**config.mk**
```make
export PLATFORM = sky130hd
export DESIGN_NAME = axi_wr_bank
export DESIGN_NICKNAME = d
export VERILOG_FILES = /design/src/rtl/mbank_pkg.sv /design/src/rtl/wr_bank_mem.sv /design/src/rtl/axi_wr_bank.sv
export SDC_FILE = /design/constraint.sdc
export NUM_CORES = 1
export LEC_CHECK = 0
export BUFFER_PORTS_ARGS = -buffer_cell sky130_fd_sc_hd__buf_4
export CORE_MARGIN = 8
export CORE_UTILIZATION = 30
export DETAILED_ROUTE_END_ITERATION = 7
export PLACE_DENSITY = 0.52
export SLEW_MARGIN = 25
export SYNTH_ARGS = -nofsm -noshare
export SYNTH_HDL_FRONTEND = slang
export SYNTH_SLANG_ARGS = --single-unit
```
**constraint.sdc**
```tcl
create_clock -name clk -period 1.62 [get_ports clk]
set_input_delay 0.162 -clock clk [delete_from_list [all_inputs] [get_ports clk]]
set_output_delay 0.162 -clock clk [all_outputs]
set_load 0.005 [all_outputs]
```
**src/rtl/mbank_pkg.sv**
```systemverilog
// Shared types and defaults for the AXI4-Lite write bank.
package mbank_pkg;

    localparam int DATA_W_DEF = 8;
    localparam int DEPTH_DEF  = 8;

    typedef enum logic [1:0] {
        OKAY   = 2'b00,
        SLVERR = 2'b10
    } resp_t;

    typedef enum logic [2:0] {
        IDLE   = 3'd0,
        GOT_AW = 3'd1,
        GOT_W  = 3'd2,
        WRITE  = 3'd3,
        RESP   = 3'd4
    } wr_state_t;

endpackage

```
**src/rtl/wr_bank_mem.sv**
```systemverilog
// Bank storage with a registered read-back port.
// Compile-time option WR_BYPASS_EN: when defined, a read of the word being
// written on the same edge returns the new data (write-first); otherwise it
// returns the old contents (read-first).
module wr_bank_mem
    import mbank_pkg::*;
#(
    parameter int DATA_W = DATA_W_DEF,
    parameter int DEPTH  = DEPTH_DEF,
    parameter int IDX_W  = $clog2(DEPTH)
) (
    input  logic              clk,
    input  logic              rst_n,
    input  logic              we,
    input  logic [IDX_W-1:0]  waddr,
    input  logic [DATA_W-1:0] wdata,
    input  logic              ren,
    input  logic [IDX_W-1:0]  raddr,
    output logic [DATA_W-1:0] rdata
);

    logic [DATA_W-1:0] mem_q [DEPTH];
    logic [DATA_W-1:0] mem_d [DEPTH];
    logic [DATA_W-1:0] rdata_q;
    logic [DATA_W-1:0] rdata_d;

    // Next memory contents and next read-back value, including the same-edge bypass choice.
    always_comb begin
        mem_d   = mem_q;
        rdata_d = rdata_q;
        if (we) begin
            mem_d[waddr] = wdata;
        end
        if (ren) begin
`ifdef WR_BYPASS_EN
            rdata_d = mem_d[raddr];
`else
            rdata_d = mem_q[raddr];
`endif
        end
    end

    // Storage and read-back register; reset clears every word.
    always_ff @(posedge clk or negedge rst_n) begin
        if (!rst_n) begin
            for (int i = 0; i < DEPTH; i++) begin
                mem_q[i] <= '0;
            end
            rdata_q <= '0;
        end else begin
            mem_q   <= mem_d;
            rdata_q <= rdata_d;
        end
    end

    assign rdata = rdata_q;

endmodule

```
**src/rtl/axi_wr_bank.sv**
```systemverilog
// AXI4-Lite write slave in front of a small word bank, with a side read-back port.
// Compile-time option WR_BYPASS_EN selects write-first read-back (see wr_bank_mem).
module axi_wr_bank
    import mbank_pkg::*;
#(
    parameter int DATA_W = DATA_W_DEF,
    parameter int DEPTH  = DEPTH_DEF,
    parameter int ADDR_W = 4
) (
    input  logic                     clk,
    input  logic                     rst_n,
    input  logic                     awvalid,
    output logic                     awready,
    input  logic [ADDR_W-1:0]        awaddr,
    input  logic                     wvalid,
    output logic                     wready,
    input  logic [DATA_W-1:0]        wdata,
    input  logic                     wstrb,
    output logic                     bvalid,
    input  logic                     bready,
    output logic [1:0]               bresp,
    input  logic                     ren,
    input  logic [$clog2(DEPTH)-1:0] raddr,
    output logic [DATA_W-1:0]        rdata
);

    localparam int IDX_W = $clog2(DEPTH);
    localparam logic [ADDR_W-1:0] DEPTH_A = ADDR_W'(DEPTH);

    wr_state_t         state_q, state_d;
    logic [ADDR_W-1:0] addr_q, addr_d;
    logic [DATA_W-1:0] data_q, data_d;
    logic              strb_q, strb_d;
    logic              awready_q, awready_d;
    logic              wready_q, wready_d;
    logic              bvalid_q, bvalid_d;
    resp_t             bresp_q, bresp_d;

    logic aw_hs;
    logic w_hs;
    logic in_range;
    logic mem_we;

    assign aw_hs    = awvalid && awready_q;
    assign w_hs     = wvalid && wready_q;
    assign in_range = (addr_q < DEPTH_A);
    assign mem_we   = (state_q == WRITE) && in_range && strb_q;

    // Next-state, latch and registered-output decode for the write handshake FSM.
    always_comb begin
        state_d = state_q;
        addr_d  = addr_q;
        data_d  = data_q;
        strb_d  = strb_q;
        bresp_d = bresp_q;
        if (aw_hs) begin
            addr_d = awaddr;
        end
        if (w_hs) begin
            data_d = wdata;
            strb_d = wstrb;
        end
        case (state_q)
            IDLE: begin
                if (aw_hs && w_hs) begin
                    state_d = WRITE;
                end else if (aw_hs) begin
                    state_d = GOT_AW;
                end else if (w_hs) begin
                    state_d = GOT_W;
                end
            end
            GOT_AW: begin
                if (w_hs) begin
                    state_d = WRITE;
                end
            end
            GOT_W: begin
                if (aw_hs) begin
                    state_d = WRITE;
                end
            end
            WRITE: begin
                state_d = RESP;
                bresp_d = in_range ? OKAY : SLVERR;
            end
            RESP: begin
                if (bready) begin
                    state_d = IDLE;
                end
            end
            default: state_d = IDLE;
        endcase
        awready_d = (state_d == IDLE) || (state_d == GOT_W);
        wready_d  = (state_d == IDLE) || (state_d == GOT_AW);
        bvalid_d  = (state_d == RESP);
    end

    // FSM state, latched request and registered handshake outputs.
    always_ff @(posedge clk or negedge rst_n) begin
        if (!rst_n) begin
            state_q   <= IDLE;
            addr_q    <= '0;
            data_q    <= '0;
            strb_q    <= 1'b0;
            awready_q <= 1'b1;
            wready_q  <= 1'b1;
            bvalid_q  <= 1'b0;
            bresp_q   <= OKAY;
        end else begin
            state_q   <= state_d;
            addr_q    <= addr_d;
            data_q    <= data_d;
            strb_q    <= strb_d;
            awready_q <= awready_d;
            wready_q  <= wready_d;
            bvalid_q  <= bvalid_d;
            bresp_q   <= bresp_d;
        end
    end

    assign awready = awready_q;
    assign wready  = wready_q;
    assign bvalid  = bvalid_q;
    assign bresp   = bresp_q;

    wr_bank_mem #(
        .DATA_W (DATA_W),
        .DEPTH  (DEPTH),
        .IDX_W  (IDX_W)
    ) u_mem (
        .clk   (clk),
        .rst_n (rst_n),
        .we    (mem_we),
        .waddr (addr_q[IDX_W-1:0]),
        .wdata (data_q),
        .ren   (ren),
        .raddr (raddr),
        .rdata (rdata)
    );

endmodule
```
== Yosys cells after proc, flatten, opt, wreduce, memory -nomap -nowiden ==
Index checks and enable logic that the tools add are counted.
Storage, ports and cells
  register bits after elaboration: 93
  latch bits: 0
  RAM bits: 0
  bits in read-only memories: 0
  output and inout bits: 13
  word-level logic and storage cells: 54
  memories: 0
Operators by class
  add/sub/neg operators: 0
  multipliers: 0
  divide/modulo/power cells: 0
  $lt $le $gt $ge: 4
  equal/unequal tests: 7
  shift operators: 0
  muxes and demuxes: 14
  bitwise gates (word level): 2
  reductions and logical operators: 10
Operator list (count)
  $bwmux 64: 1
  $bmux 8 s3: 1
  $demux 8 s3: 1
  $mux 8: 3
  $mux 3: 6
  $pmux 3 s5: 1
  $eq 3x2->1 const B: 3
  $ge 4x4->1 const B: 2
  $not 3->4: 2
  $eq 3x1->1 const B: 2
  $eq 3x3->1 const B: 2
  $logic_and 1x1->1: 6
  $logic_not 3->1: 2
  $lt 4x1->1 const B: 1
  $lt 4x4->1 const B: 1
  $logic_or 1x1->1: 2
  $mux 2: 1

== Longest topological paths before layout ==
  depth in word-level cells: 7
  mapped depth: 5
  depth with buffers taken out: 3

== By module ==
Synthesis repeated with hierarchy kept, for this count alone.
Unflattened totals
  cell total of the unflattened synthesis: 288
  area total of the unflattened synthesis: 4107.7 µm²
By module, submodules not included
  wr_bank_mem: times used 1, cells each 234, area an instance 3320.7 µm², seq. area each 1801.7 µm²
  axi_wr_bank: times used 1, cells each 54, area an instance 787.0 µm², seq. area each 503.0 µm²

== Worst setup path before layout ==
OpenSTA, ideal clock, no wires.
  kind: flip-flop to flip-flop
  start point: reg state_q[2]
  end point: reg u_mem.mem_q[10] in the netlist's numbering
  setup time: 0.125 ns
  arrival: 1.431 ns
  setup slack: 0.064 ns
  stages on the path, launching flop included: 6
  path buffers: 2
  period minus slack after synthesis: 1.556 ns
  cell sequence: dfrtp_1 > and4bb_1 > buf_6 > and4b_1 > buf_6 > mux2_4
Between the ends
  longest elaborated chain between the ends: 3
RTL lines
  from (decl): line axi_wr_bank.sv:30  | wr_state_t state_q, state_d;
  from (signal assigned): line axi_wr_bank.sv:111  | state_q <= state_d;
  $eq 3x2->1: line axi_wr_bank.sv:47  | assign mem_we = (state_q == WRITE) && in_range && strb_q;
  $logic_and 1x1->1 (2 in series): line axi_wr_bank.sv:47
  to (signal assigned): line wr_bank_mem.sv:51  | mem_q <= mem_d;
  to (decl): line wr_bank_mem.sv:22  | logic [DATA_W-1:0] mem_q [DEPTH];
Every way passes these cells.
A chain may end at the register's enable or synchronous reset.

== Final worst setup path ==
  start point: reg state_q[2]
  end point: reg u_mem.mem_q[23] in the netlist's numbering
Same word-level chain as after synthesis.

==> key figures <==
Outcome
  – Outcome: finished clean

Floorplan
  – Die W: 133 um
  – Die area: 17800 um2
  – Core box area: 13700 um2
  – Initial Util: 30.2%
  – FP Rows: 43
  – I/O pin total: 35
  – DIE HEIGHT: 133 um

STA
  – Layout Skew: 7.22 ps
  – Total negative setup slack: 0 ps
  – Minimum clock period: 1570 ps
  – Slew margin rel.: 60.0%
  – PnR worst setup slack: 49.2 ps
  – Final Cycle Share: 97.0%
  – RSZ-0062 raised after global routing: yes
  – Max Slew Vio Count: 0
  – Slew @ Worst Pin: 600 ps
  – Worst Hold Slack: 47.7 ps
  – Peak Freq: 0.637 GHz
  – Fin. Hold Viols: 0
  – Final setup viols: 0

Final layout
  – Proportion of layout cells with a drive suffix above 1: 46.7%
  – Area added between synthesis and finish: 23.0%
  – Final instance area: 5080 um2
  – Filler-free cell count of the finished design: 525
  – Final #Nets: 362
  – Reg area: 2300 um2
  – Antenna cells: 0
  – Filler instances: 1333
  – Multi-input gate area: 1750 um2
  – Fin util: 37.1%

Global routing
  – Global-route wire length before repair: 14900 um
  – Vias in the first global route: 2784
  – Gr usage total: 10.8%
  – Overflow after GRT: 0
  – Largest net degree at the start of global routing: 52
  – Initial antenna violation count: 0

Synthesis
  – Predominant post-synthesis flop cell: dfrtp_1
  – Seq cells post-synth: 92
  – Mean Syn Cell Area: 14.4 um2
  – Mapped Nets: 309
  – Synth Warn #: 0
  – Most frequent cell after synthesis: dfrtp_1
  – Number of synthesized flops with an enable pin: 0
  – Synth top area cells: dfrtp_1 55%, mux2_2 19%, mux2i_1 5.8%
  – Top cell type by total area after synthesis: dfrtp_1
  – Syn Inst Count: 287
  – Synthesized area: 4130 um2
  – Register area share after synthesis: 55.8%
  – Distinct cell type count after synthesis: 28
  – Top-area cell type share of the netlist area: 54.6%
  – Most frequent cells after synthesis: 90 x dfrtp_1, 71 x mux2_2, 24 x mux2i_1
  – Asr flop ratio synth: 100%

Setup path
  – Crit-path slowest cell: dfrtp_1
  – Worst r2r src: state_q[2]
  – CP required: 1840 ps
  – Setup CP Type: reg -> reg
  – CP startpoint: state_q[2]
  – CP max stage delay: 370 ps
  – Critical path cell sequence: and4bb_2, buf_4, nand4_2, buf_12, mux2_2
  – Worst EP arrival: 1790 ps
  – Crit-path max FO: 8
  – Worst setup EP type: flip-flop
  – Startpoint types: flip-flop

Detailed routing
  – Via count: 2491
  – Final antenna-violating net count: 0
  – DRT iter0 DRCs: 146
  – Via density: 4.74
  – Number of remaining DRC errors: 0
  – DRT Wirelength: 8930 um
  – Pre-antenna DRT Iters: 4
  – Drt wl/cell: 17.0 um

Clock tree
  – Htree depth: 3
  – Clock buffers created by TritonCTS: 9
  – Post-CTS setup repair buffer count: 0
  – Skew-Pair Late Insertion Delay: 340 ps
  – CTS tree: done
  – Worst-path clk slew: 70 ps
  – CTS max path bufs: 2
  – Sink Count: 92
  – Clk Tree Root Cell: clkbuf_16

Place
  – Placed insts: 508
  – DPL Wire Length: 6140 um
  – Placer Congestion: 0.732
  – I/O Buffers: 33
  – Placed inst area: 4750 um2
  – Post-Place Worst Slack: 59.7 ps

Power
  – Peak VDD IR: 0.000758 V
  – Total power: 7.05 mW
  – PD cells: 1390 nW/um2
  – LEAKAGE: 2.54 nW

Hold path
  – Hold Path Class: in -> reg
  – Worst hold start: awaddr[2]

Flow run
  – Number of max-cap violations: 0
-- layout make-up --
cell class | instances | area share [%]
flip-flops and latches | 92 | 45.4
well taps | 180 | 4.44
multi-input cells | 181 | 34.5
clock buffers | 10 | 4.71
clock inverters | 6 | 1.26
repair buffers | 56 | 9.71
-- worst paths after layout --
path	to	slack, ps	cells past startpoint
worst max register to register	u_mem.mem_q[23]	50	5
max in group asynchronous	u_mem.mem_q[51]	790	3
worst min register to register	u_mem.mem_q[28]	500	1
min in group asynchronous	u_mem.mem_q[62]	240	2
worst min-delay path	addr_q[2]	50	2
worst max-delay path	u_mem.mem_q[23]	50	5
-- where the power goes --
| group | switching, mW | total, mW | internal [mW] |
|---|---|---|---|
| clock network | 0.872 | 2.11 | 1.23 |
| registers | 0.600 | 3.46 | 2.86 |
| logic | 0.569 | 1.48 | 0.913 |
| total | 2.04 | 7.05 | 5.01 |
-- cell usage in the layout, fill, tap and decap left out, drive strengths merged --
| master | instances |
|---|---|
| and2 | 1 |
| clkbuf | 10 |
| clkinvlp | 2 |
| nand3 | 8 |
| and4bb | 1 |
| or4b | 1 |
| dfrtp | 90 |
| o21a | 1 |
| mux2 | 79 |
| nor2b | 19 |
| nor2 | 4 |
| and4b | 1 |
| mux2i | 24 |
| nand4 | 4 |
| conb | 1 |
| bufinv | 1 |
| nand2b | 2 |
| a41o | 8 |
| a21oi | 2 |
| nand4b | 3 |
| a211o | 8 |
| nand3b | 2 |
| clkinv | 3 |
| dfstp | 2 |
| nand2 | 4 |
| a22oi | 8 |
| buf | 55 |
| dlygate4sd3 | 1 |
-- what timing repair did --
| item | in CTS | in global routing |
|---|---|---|
| endpoints found under the setup margin | 0 | 49 |
| hold buffers | 1 | 0 |
| gates resized for setup | 0 | 4 |
| endpoints found under the hold margin | 20 | 0 |
-- state kept, by name (all words and copies together) (netlist names) --
name,count
strb_q,1
bresp,1
bvalid,1
u_mem.mem_q,64
awready,1
addr_q,4
u_mem.rdata,8
wready,1
state_q,3
data_q,8
-- routing by layer --
layer,vias to the layer above,wire (um),track usage (%)
met5,-,0,0
li1,1165,-,-
met3,12,300,3.01
met1,1276,4380,13.7
met2,38,4080,16.8
met4,0,169,4.68
-- critical path: cells and delay by family, from the launching register on --
kind / cells / cell delay, ps
and+or+nand+nor: 2 / 470
muxes: 1 / 270
DFF: 1 / 370
buffers and inverters: 2 / 330
-- logic make-up (layout without fill, tap and decap cells) --
group	Yosys count	count (layout)	synth area share, %
AO/OA/AOI/OAI	27	27	5.52
buffers and inverters	14	72	1.97
flip-flops	92	92	55.8
multiplexers	103	103	28.1
other	1	1	0.0908
AND/OR/NAND/NOR	50	50	8.49
Note: power is estimated with default switching activity, not from simulation.
